## config.mk

```make
export PLATFORM = sky130hd
export DESIGN_NAME = mem_byte_ctrl
export DESIGN_NICKNAME = d
export VERILOG_FILES = /design/src/rtl/mem_byte_ctrl.sv
export SDC_FILE = /design/constraint.sdc
export NUM_CORES = 1
export LEC_CHECK = 0
export ABC_AREA = 1
export CAP_MARGIN = 20
export CORE_AREA = 2 2 138 140
export CTS_CLUSTER_SIZE = 20
export DETAILED_ROUTE_END_ITERATION = 12
export DIE_AREA = 0 0 140 142
export GPL_ROUTABILITY_DRIVEN = 1
export GPL_TIMING_DRIVEN = 1
export PLACE_DENSITY = 0.79
export SETUP_SLACK_MARGIN = 0.1
export SLEW_MARGIN = 25
export SYNTH_ARGS = -nofsm -noshare
export SYNTH_HDL_FRONTEND = slang
export SYNTH_SLANG_ARGS = --single-unit
```

## constraint.sdc

```tcl
create_clock -name clk_in -period 3.5 [get_ports clk_in]
set_input_delay 0.35 -clock clk_in [delete_from_list [all_inputs] [get_ports clk_in]]
set_output_delay 0.35 -clock clk_in [all_outputs]
set_load 0.01 [all_outputs]
```

## src/rtl/mem_byte_ctrl.sv

```systemverilog
// Byte-serial bridge between the cache request port and the 8-bit RAM/IO bus.
// Loads and stores of 1, 2 or 4 bytes run one byte per cycle; load data is little-endian and extended.
module mem_byte_ctrl #(
  parameter logic [31:0] IO_BASE = 32'h0003_0000
) (
  input  logic        clk_in,
  input  logic        rst_in,
  input  logic        rdy_in,
  input  logic        io_buffer_full,
  input  logic [7:0]  mem_din,
  output logic [7:0]  mem_dout,
  output logic [31:0] mem_a,
  output logic        mem_wr,
  input  logic        valid,
  input  logic        wr,
  input  logic [31:0] addr,
  input  logic [2:0]  len,
  input  logic [31:0] data,
  output logic        ready,
  output logic [31:0] res
);

  typedef enum logic [1:0] {IDLE, READ, WRITE, DONE} state_t;

  state_t      state_reg, state_next;
  logic [2:0]  cnt_reg, cnt_next;
  logic [31:0] req_addr_reg, req_addr_next;
  logic [2:0]  req_len_reg, req_len_next;
  logic [31:0] req_data_reg, req_data_next;
  logic        abort_reg, abort_next;
  logic [31:0] rbuf_reg, rbuf_next;
  logic [31:0] mem_a_reg, mem_a_next;
  logic [7:0]  mem_dout_reg, mem_dout_next;
  logic        ready_reg, ready_next;
  logic [31:0] res_reg, res_next;

  logic [2:0]  n_bytes;
  logic [2:0]  step;
  logic [1:0]  rd_idx;
  logic [31:0] rbuf_merged;
  logic [31:0] rd_ext;
  logic        stall;

  // step is the edge index relative to acceptance (E1, E2, ...) when taken at this edge
  assign n_bytes = (req_len_reg[1:0] == 2'd0) ? 3'd1 :
                   (req_len_reg[1:0] == 2'd1) ? 3'd2 : 3'd4;
  assign step    = cnt_reg + 3'd1;
  assign rd_idx  = step[1:0] - 2'd2;
  assign stall   = (state_reg == WRITE) && (mem_a_reg >= IO_BASE) && io_buffer_full;

  assign mem_a    = mem_a_reg;
  assign mem_dout = mem_dout_reg;
  assign mem_wr   = (state_reg == WRITE) && !stall;
  assign ready    = ready_reg;
  assign res      = res_reg;

  always_comb begin
    rbuf_merged = rbuf_reg;
    rbuf_merged[{rd_idx, 3'b000} +: 8] = mem_din;
  end

  // len[2] selects zero extension for the sub-word loads
  always_comb begin
    if (req_len_reg[1]) begin
      rd_ext = rbuf_merged;
    end else if (req_len_reg[0]) begin
      rd_ext = {{16{rbuf_merged[15] & ~req_len_reg[2]}}, rbuf_merged[15:0]};
    end else begin
      rd_ext = {{24{rbuf_merged[7] & ~req_len_reg[2]}}, rbuf_merged[7:0]};
    end
  end

  always_comb begin
    state_next    = state_reg;
    cnt_next      = cnt_reg;
    req_addr_next = req_addr_reg;
    req_len_next  = req_len_reg;
    req_data_next = req_data_reg;
    abort_next    = abort_reg;
    rbuf_next     = rbuf_reg;
    mem_a_next    = mem_a_reg;
    mem_dout_next = mem_dout_reg;
    ready_next    = 1'b0;
    res_next      = res_reg;
    case (state_reg)
      IDLE: begin
        mem_a_next    = 32'd0;
        mem_dout_next = 8'd0;
        if (valid) begin
          req_addr_next = addr;
          req_len_next  = len;
          req_data_next = data;
          cnt_next      = 3'd0;
          abort_next    = 1'b0;
          rbuf_next     = 32'd0;
          mem_a_next    = addr;
          if (wr) begin
            state_next    = WRITE;
            mem_dout_next = data[7:0];
          end else begin
            state_next = READ;
          end
        end
      end
      READ: begin
        if (!valid) begin
          state_next = IDLE;
          mem_a_next = 32'd0;
        end else begin
          cnt_next = step;
          if (step < n_bytes) begin
            mem_a_next = req_addr_reg + {29'd0, step};
          end
          // RAM returns a byte one cycle after its address, so captures trail issue by two edges
          if (step >= 3'd2) begin
            rbuf_next = rbuf_merged;
          end
          if (step == n_bytes + 3'd1) begin
            state_next = DONE;
            ready_next = 1'b1;
            res_next   = rd_ext;
            mem_a_next = 32'd0;
          end
        end
      end
      WRITE: begin
        abort_next = abort_reg | ~valid;
        if (!stall) begin
          cnt_next = step;
          if (step == n_bytes) begin
            mem_a_next    = 32'd0;
            mem_dout_next = 8'd0;
            res_next      = 32'd0;
            if (abort_reg || !valid) begin
              state_next = IDLE;
            end else begin
              state_next = DONE;
              ready_next = 1'b1;
            end
          end else begin
            mem_a_next    = req_addr_reg + {29'd0, step};
            mem_dout_next = req_data_reg[{step[1:0], 3'b000} +: 8];
          end
        end
      end
      DONE: begin
        state_next = IDLE;
      end
      default: begin
        state_next = IDLE;
      end
    endcase
  end

  always_ff @(posedge clk_in or negedge rst_in) begin
    if (!rst_in) begin
      state_reg    <= IDLE;
      cnt_reg      <= 3'd0;
      req_addr_reg <= 32'd0;
      req_len_reg  <= 3'd0;
      req_data_reg <= 32'd0;
      abort_reg    <= 1'b0;
      rbuf_reg     <= 32'd0;
      mem_a_reg    <= 32'd0;
      mem_dout_reg <= 8'd0;
      ready_reg    <= 1'b0;
      res_reg      <= 32'd0;
    end else if (rdy_in) begin
      state_reg    <= state_next;
      cnt_reg      <= cnt_next;
      req_addr_reg <= req_addr_next;
      req_len_reg  <= req_len_next;
      req_data_reg <= req_data_next;
      abort_reg    <= abort_next;
      rbuf_reg     <= rbuf_next;
      mem_a_reg    <= mem_a_next;
      mem_dout_reg <= mem_dout_next;
      ready_reg    <= ready_next;
      res_reg      <= res_next;
    end
  end

endmodule

```

Word level (Yosys, flattened, before mapping):

Cells that the tools add are included.

* register bits after elaboration: 178
* input bits: 81
* output and inout port bits: 74
* logic and storage cells: 107

* add/subtract/negate cells: 5
* $lt $le $gt $ge: 3
* equality and inequality tests: 14
* shifts and indexed selects: 3
* multiplexer cells: 46
* bitwise logic cells: 5
* reduce and logical (&&, ||, !) cells: 20

Operators by type and width (count)
* 32-bit 2-to-1 mux: 15
* 32-bit case mux with 2 select lines: 2
* 32-bit case mux with 3 select lines: 1
* 32-bit by 3-bit adder with 32-bit output: 1
* 32-bit bitwise mux: 1
* 32-bit by 18-bit >= comparator with 1-bit output (second input constant): 1
* 8-bit 2-to-1 mux: 4
* 8-bit by 7-bit variable shift with 32-bit output (first input constant): 1
* 32-bit by 6-bit indexed part select with 8-bit output: 1
* 8-bit by 7-bit indexed part select with 32-bit output: 1
* 8-bit case mux with 2 select lines: 1
* 3-bit 2-to-1 mux: 5
* 5-bit AND reduction: 3
* 2-bit 2-to-1 mux: 7
* 2-bit inequality test (second input constant): 5
* 3-bit case mux with 3 select lines: 1
* 3-bit AND reduction: 3
* 2-bit case mux with 4 select lines: 1
* 5-bit negator with 7-bit output: 1
* 3-bit by 1-bit adder with 3-bit output (second input constant): 2
* 3-bit == test: 2
* 1-bit 2-to-1 mux: 6
* 6-bit AND reduction: 1
* 2-bit nonzero test: 3
* 18 further kinds: 27

Depth between registers and ports, before layout:

Gate-level depths: netlist (run 1).

* depth in word-level cells: 11
* gate-level depth with buffers: 17
* gate-level depth less buffers: 16

Worst setup path after synthesis (run 1):

No wires, ideal clock.

* path kind: reg2reg
* from: register cnt_reg[0]
* to: register mem_a_reg[30] (netlist: mem_a[30])
* setup time: 0.117 ns
* arrival: 2.495 ns
* data required time: 3.383 ns
* slack: 0.889 ns
* stages on the path, launching flop included: 17
* buffers on the path: 2
* period minus slack after synthesis: 2.611 ns
* cells stage by stage: dfrtp_1 buf_4 inv_2 buf_2 ha_1 inv_2 fa_1 inv_1 nand3_1 nand2_2 nand2_2 nor2_1 nand3_1 nand2_1 nor2_1 nor2_1 nor2_1

* word-level cells in the longest chain between the ends: 6
* elaborated cells between the ends (all ways): 13
* those cells by class: 2 x add/sub; 1 x order compare; 3 x eq/ne; 6 x mux; 1 x reduce/logical

Ends and longest elaborated chain
* start: declaration: RTL line 26 `logic [2:0] cnt_reg, cnt_next;`
* start signal: assignment: RTL line 170 `cnt_reg <= cnt_next;`
* 3-bit by 1-bit adder with 3-bit output (*): RTL line 47 `assign step = cnt_reg + 3'd1;`
* 32-bit by 3-bit adder with 32-bit output: RTL line 112, 141
* 32-bit 2-to-1 mux: RTL line 111 `if (step < n_bytes) begin`
* 32-bit 2-to-1 mux: RTL line 118 `if (step == n_bytes + 3'd1) begin`
* 32-bit 2-to-1 mux: RTL line 106 `if (!valid) begin`
* 32-bit case mux with 3 select lines: RTL line 85 `case (state_reg)`
* end signal: assignment: RTL line 176 `mem_a_reg <= mem_a_next;`
* end: declaration: RTL line 32 `logic [31:0] mem_a_reg, mem_a_next;`

Mark *: on every way between the ends. The rest lies on a longest branch, timed or not. The select of a mux whose other input is x is not followed.
A chain may end at the register's enable or synchronous reset.

Worst setup path after layout (run 1):

* from: register cnt_reg[0]
* to: register mem_a_reg[26] (netlist: mem_a[26])

The elaborated chain is that of the path after synthesis.

==> results of run 1 <==
-- critical path, stage by stage, from the launching register on --
cell and delay (ps):
dfrtp_1 360, buf_4 260, inv_2 60, ha_1 300, buf_4 280, inv_2 120, fa_1 450, inv_1 90
nand3_1 90, nand2_2 170, nand3_1 190, nor2_1 240, nand2_1 90, nand2_1 70, nand3_1 90, a21oi_1 160
-- worst paths after layout --
| path | cells after the start | start | endpoint | slack (ps) |
|---|---|---|---|---|
| max reg2reg | 15 | cnt_reg[0] | mem_a[26] | 390 |
| min reg2reg | 2 | mem_a[13] | mem_a[13] | 480 |
| min | 2 | mem_a[13] | mem_a[13] | 480 |
| max | 15 | cnt_reg[0] | mem_a[26] | 390 |
| max in group asynchronous | 3 | rst_in | req_addr_reg[4] | 2100 |
| min in group asynchronous | 2 | rst_in | res[26] | 520 |
-- per-stage QoR --
step | hold WS, ps | total power, mW | cells | util (%) | instance area [sq um]
5_1_grt | 488 | 10.5 | 1612 | 64.9 | 12000
4_1_cts | 485 | 9.79 | 1612 | 64.9 | 12000
3_3_place_gp | 440 | 7.78 | 1579 | 61.7 | 11400
3_5_place_dp | 442 | 7.87 | 1579 | 61.7 | 11400
2_1_floorplan | 54.4 | 6.26 | 1231 | - | 9710
6_report | 479 | 9.79 | 1612 | 64.9 | 12000
-- placed cells by master, fill, tap and decap left out, types with 2 or more instances in the layout --
cell type and n:
nand2_1 332, dfrtp_1 178, clkdlybuf4s50_1 153, nor2_1 136
inv_1 115, o21ai_0 104, nand3_1 55, o21ai_1 55
a21oi_1 34, mux2_2 28, nand4_1 21, o22ai_1 21
clkbuf_16 17, ha_1 16, buf_4 15, o22ai_2 10
xor2_1 10, a22oi_1 8, nand2_2 7, inv_6 5
nand3_2 4, nor3_1 4, nor2_2 4, nor2_4 4
xnor2_1 4, inv_8 4, clkinv_4 4, inv_2 3
clkinv_8 3, nand3_4 2, o21ai_2 2, clkinv_1 2
nand2_4 2, o21bai_1 2, buf_12 2
-- area by class of cell --
cell class / count / share of cell area (%)
sequential: 178 / 37.2
timing repair buffer: 172 / 14.2
clock buffer: 17 / 3.55
tap: 234 / 2.44
inverter: 121 / 3.83
multi-input combinational: 875 / 37.4
clock inverter: 15 / 1.37
-- power by group through the flow --
stage | Combinational, mW | Clock [mW] | Sequential [mW]
after global placement | 4.37 | 0 | 3.41
after CTS | 4.49 | 1.91 | 3.39
after global routing | 5.02 | 2.02 | 3.50
after floorplan | 2.85 | 0 | 3.41
final | 4.50 | 1.89 | 3.40
after detailed placement | 4.45 | 0 | 3.41
-- per-layer routing --
| layer | vias up | track usage, % |
|---|---|---|
| li1 | 4265 | - |
| met1 | 4152 | 39.9 |
| met2 | 335 | 41.8 |
| met3 | 44 | 3.87 |
| met4 | 0 | 8.83 |
| met5 | - | 0 |
-- kinds of logic after synthesis --
logic type | after synthesis | synth area share (%)
AOI/OAI and AO/OA | 239 | 13.9
xor gates and xnor gates | 14 | 1.26
adders and majority gates | 17 | 2.27
buffers and inverters | 178 | 8.13
DFF | 178 | 45.9
muxes | 28 | 3.25
and+or+nand+nor | 577 | 25.3
==> metrics, run 1 <==
die height=between 100 and 150 microns; Netlist cell types=44; power share of the clock group=approximately 19%; fin crit period=around 3100 ps; Max Transition Viols Final=0; clock latency on the worst-skew pair=440 ps; max_slew headroom=about 45%; largest net degree at the start of global routing=79; Max Cap Viol=0; share of cells above drive strength 1=9.00%; Synth top area share=45.9%; min-delay worst type=reg2reg; Worst-path clk slew=around 80 ps; final setup TNS=0 ps; Core ar.=0.0185 sq mm; Avg Cell Area, Syn=between 7 and 8 sq um; clock buffer depth=2; # resized after CTS=0; CTS root buf=clkbuf_16; Routed WL=26200 microns; Initial DRC Count=~710; Syn Inst Count=1231; Synth Cell Area=about 0.0097 sq mm; register area share after synthesis=45.9%; CP Launch Type=flip-flop; Post-CTS Hold Fix Bufs=1; sequential share of power=approximately a third; largest area contributor in the netlist=dfrtp_1; first-pass GRT wire length=43000 microns; Max Clock Freq=approximately 0.32 GHz; synth cell count leaders=nand2_1, dfrtp_1, nor2_1, inv_1, o21ai_0; NumNets Final=approximately 1500; Port Buffers=around 150; FF+latch count, synth=178; Ports=155; via count=~9000; Int Pwr=5.59 mW; Ys Warns=0; initial core utilization=around 53%; most common cell in the synthesized netlist=nand2_1; leak pwr=about 5.6 nW; Vias/cell=5.46; Row Count=50; gpl congestion=0.934; synthesis-to-layout area growth=23.4%; pre-CTS WS=446 ps; critical path class=reg2reg; routed len/inst=between 15 and 20 microns; Sw Share=between 40% and 50%; Post-synth EDFFs=0; global route total overflow=0; DRC viols=12; vias in the first global route=approximately 8500; Setup WS post-layout=394 ps; CTS tree=yes; drt first pass iters=12; Pwr Density=approximately 800 mW/mm^2; # clock sinks=roughly 180; die area=approximately 0.02 sq mm; Fillers=1588; Setup crit end kind=flip-flop; chip width=140 microns; Switch Pwr=between 4 and 5 mW; Slew @ Worst Pin=around 830 ps; top sig layer=met4; WL met1=around 12000 microns; status=finished with violations; Worst Path Max Fanout=22; Synth Flop Type=dfrtp_1; post-CTS setup buffers=0; WP data arrival=roughly 3500 ps; post-synthesis async set-or-reset flop share=100%; Final period util=88.7%; Worst Skew=between 15 and 20 ps; main area contributors after synthesis=dfrtp_1, nand2_1, o21ai_0, nor2_1, inv_1; area occupied by multi-input gates=between 0.004 and 0.005 sq mm; Antenna Nets Post-Route=0; antenna violations before repair=0; Mapped Nets=1329; TritonCTS buffer count=17; H-tree depth=4; final setup violation count=0; placed wire-length estimate=about 19000 microns; failing checks=design-rule violations; FF/Latch Area=~0.0045 sq mm; GRT Total Usage=between 20% and 30%; worst vdd ir=0.000492 V; met2 WL=approximately 12000 microns; endpoints failing hold=0; n_diodes=0; RSZ-0062 raised after global routing=no; combinational power share=between 40% and 50%; met3 wire len=1480 microns; Worst Path Required=3860 ps
Note: power is estimated with default switching activity, not from simulation.
==> run 2: changes to the inputs <==
--- a/config.mk
+++ b/config.mk
@@ -14,6 +14,7 @@
 export GPL_ROUTABILITY_DRIVEN = 1
 export GPL_TIMING_DRIVEN = 1
 export PLACE_DENSITY = 0.79
+export REMOVE_ABC_BUFFERS = 1
 export SETUP_SLACK_MARGIN = 0.1
 export SLEW_MARGIN = 25
 export SYNTH_ARGS = -nofsm -noshare
==> run 2 against run 1 <==
The run still ends with design-rule violations left. Clock-buffer cell count up 5. Design area barely moved. Global-route usage fell by 0.20 points. Final cell count is essentially flat. Utilization up 0.061 points. Sequential share of layout area is essentially flat. Combinational power is 1% lower. Via count down 0.22%. Clock power is 5% higher. Critical endpoint is now mem_a[5].
==> metrics, run 2 (same netlist as run 1, synthesis figures left out) <==
status=finished with violations; failing checks=design-rule violations; Slew @ Worst Pin=842 ps (+16.0 ps); n_diodes=0 (unchanged); critical path class=reg2reg; Core ar.=0.0185 sq mm (unchanged); Worst Path Max Fanout=11 (-50%); most common cell after layout, fill and taps aside=nand2_1; Initial DRC Count=710 (+0.57%); # resized after CTS=0 (unchanged); worst hold margin=483 ps (+3.25 ps); chip width=140 microns (unchanged); DRC viols=10 (-2); Max Cap Viol=0 (unchanged); CTS tree=yes; drt first pass iters=12 (unchanged); fin crit period=3090 ps (-15.7 ps); NumNets Final=1462 (-0.068%); synthesis-to-layout area growth=23.5% (about the same); top sig layer=met4; Worst Skew=10.7 ps (-5.30 ps); Fillers=1592 (+0.25%); Pwr Density=820 mW/mm^2 (+0.47%); Row Count=50 (unchanged); global route total overflow=0 (unchanged); final setup violation count=0 (unchanged); routed len/inst=16.2 microns (-0.49%); cell total after placement=1578 (-0.063%); via count=8777 (-0.22%); GRT Total Usage=26.9% (-0.20 points); clock latency on the worst-skew pair=430 ps (about the same); Max Transition Viols Final=0 (unchanged); clock buffer depth=2 (unchanged); CTS root buf=clkbuf_16; met3 wire len=1400 microns (-5.4%); Port Buffers=154 (unchanged); endpoints failing hold=0 (unchanged); Setup crit end kind=flip-flop; Antenna Nets Post-Route=0 (unchanged); Ports=155 (unchanged); Max Clock Freq=0.324 GHz (+0.51%); placed wire-length estimate=18400 microns (-1.4%); RSZ-0062 raised after global routing=yes; FF/Latch Area=0.00445 sq mm (unchanged); gpl congestion=0.919 (-1.6%); met2 WL=12400 microns (+4.7%); leak pwr=5.56 nW (about the same); area occupied by multi-input gates=0.00448 sq mm (unchanged); Final period util=88.3% (-0.45 points); CP Launch Type=flip-flop; Final Util=65.0% (about the same); first-pass GRT wire length=42900 microns (-0.32%); antenna violations before repair=0 (unchanged); post-CTS setup buffers=0 (unchanged); initial core utilization=52.6% (unchanged); Worst-path clk slew=70 ps (about the same); Tot Pwr=9.84 mW (+0.56%); die area=0.0199 sq mm (unchanged); largest net degree at the start of global routing=107 (+35%); worst vdd ir=0.000482 V (-2.1%); TritonCTS buffer count=17 (unchanged); WP data arrival=3400 ps (-70 ps); vias in the first global route=8499 (+0.28%); # clock sinks=178 (unchanged); H-tree depth=4 (unchanged); Worst Path Required=3810 ps (-50 ps); Vias/cell=5.45 (-0.15%); post-route insts no fill=1611 (-0.062%); most frequent cells in the layout=nand2_1, dfrtp_1, clkdlybuf4s50_1; max_slew headroom=43.9% (-0.96 points); share of cells above drive strength 1=8.86% (-0.14 points); final setup TNS=0 ps (unchanged); min-delay worst type=reg2reg; WL met1=11600 microns (-5.7%); die height=142 microns (unchanged); Routed WL=26100 microns (-0.56%)
-- run 2: what timing repair did --
item | CTS | global route
hold buffers | 1 | 0
setup endpoints to repair | 0 | 2
hold endpoints to repair | 69 | 0
-- run 2: power breakdown --
| part | switching (mW) | internal (mW) | total, mW |
|---|---|---|---|
| Combinational | 2.63 | 1.80 | 4.44 |
| Sequential | 0.612 | 2.82 | 3.43 |
| Clock | 0.841 | 1.13 | 1.98 |
-- run 2: layout make-up --
type	instances	share of cell area [%]
inverters	121	3.83
repair buffers	171	14.2
flip-flops and latches	178	37.1
multi-input cells	875	37.4
clock buffers	22	4.04
clock inverters	10	1.03
well taps	234	2.44
-- run 2: worst max-delay path, cell delays in order (launching register included) --
cell     delay, ps
dfrtp_1        570
inv_2           70
ha_1           420
ha_1           370
nand3_2        220
nand2_1        250
nand2_2        130
nand2_1        410
buf_4          270
nor2_1          70
o21ai_1        120
nand2_1         60
-- run 2: final timing paths --
check                                startpoint                to  slack [ps]  cells after the start
worst min-delay path            req_data_reg[2]   req_data_reg[2]         480                      2
worst min register to register  req_data_reg[2]   req_data_reg[2]         480                      2
min in group asynchronous                rst_in          mem_a[5]         500                      2
max in group asynchronous                rst_in  req_addr_reg[22]        2030                      3
worst max-delay path                 cnt_reg[0]          mem_a[5]         410                     11
worst max register to register       cnt_reg[0]          mem_a[5]         410                     11
-- run 2: metrics by stage --
| step | cell area [sq um] | worst slack (ps) |
|---|---|---|
| finish | 12000 | 410 |
| detailed placement | 11400 | 419 |
| floorplan | 9380 | -1280 |
| global placement | 11400 | 507 |
| global route | 12000 | 70.1 |
| CTS | 12000 | 386 |
-- run 2: per-layer routing --
metal	track usage, %	vias to the layer above
li1	-	4256
met1	36.6	4176
met2	44.2	294
met3	4.61	51
met4	9.52	0
met5	0	-
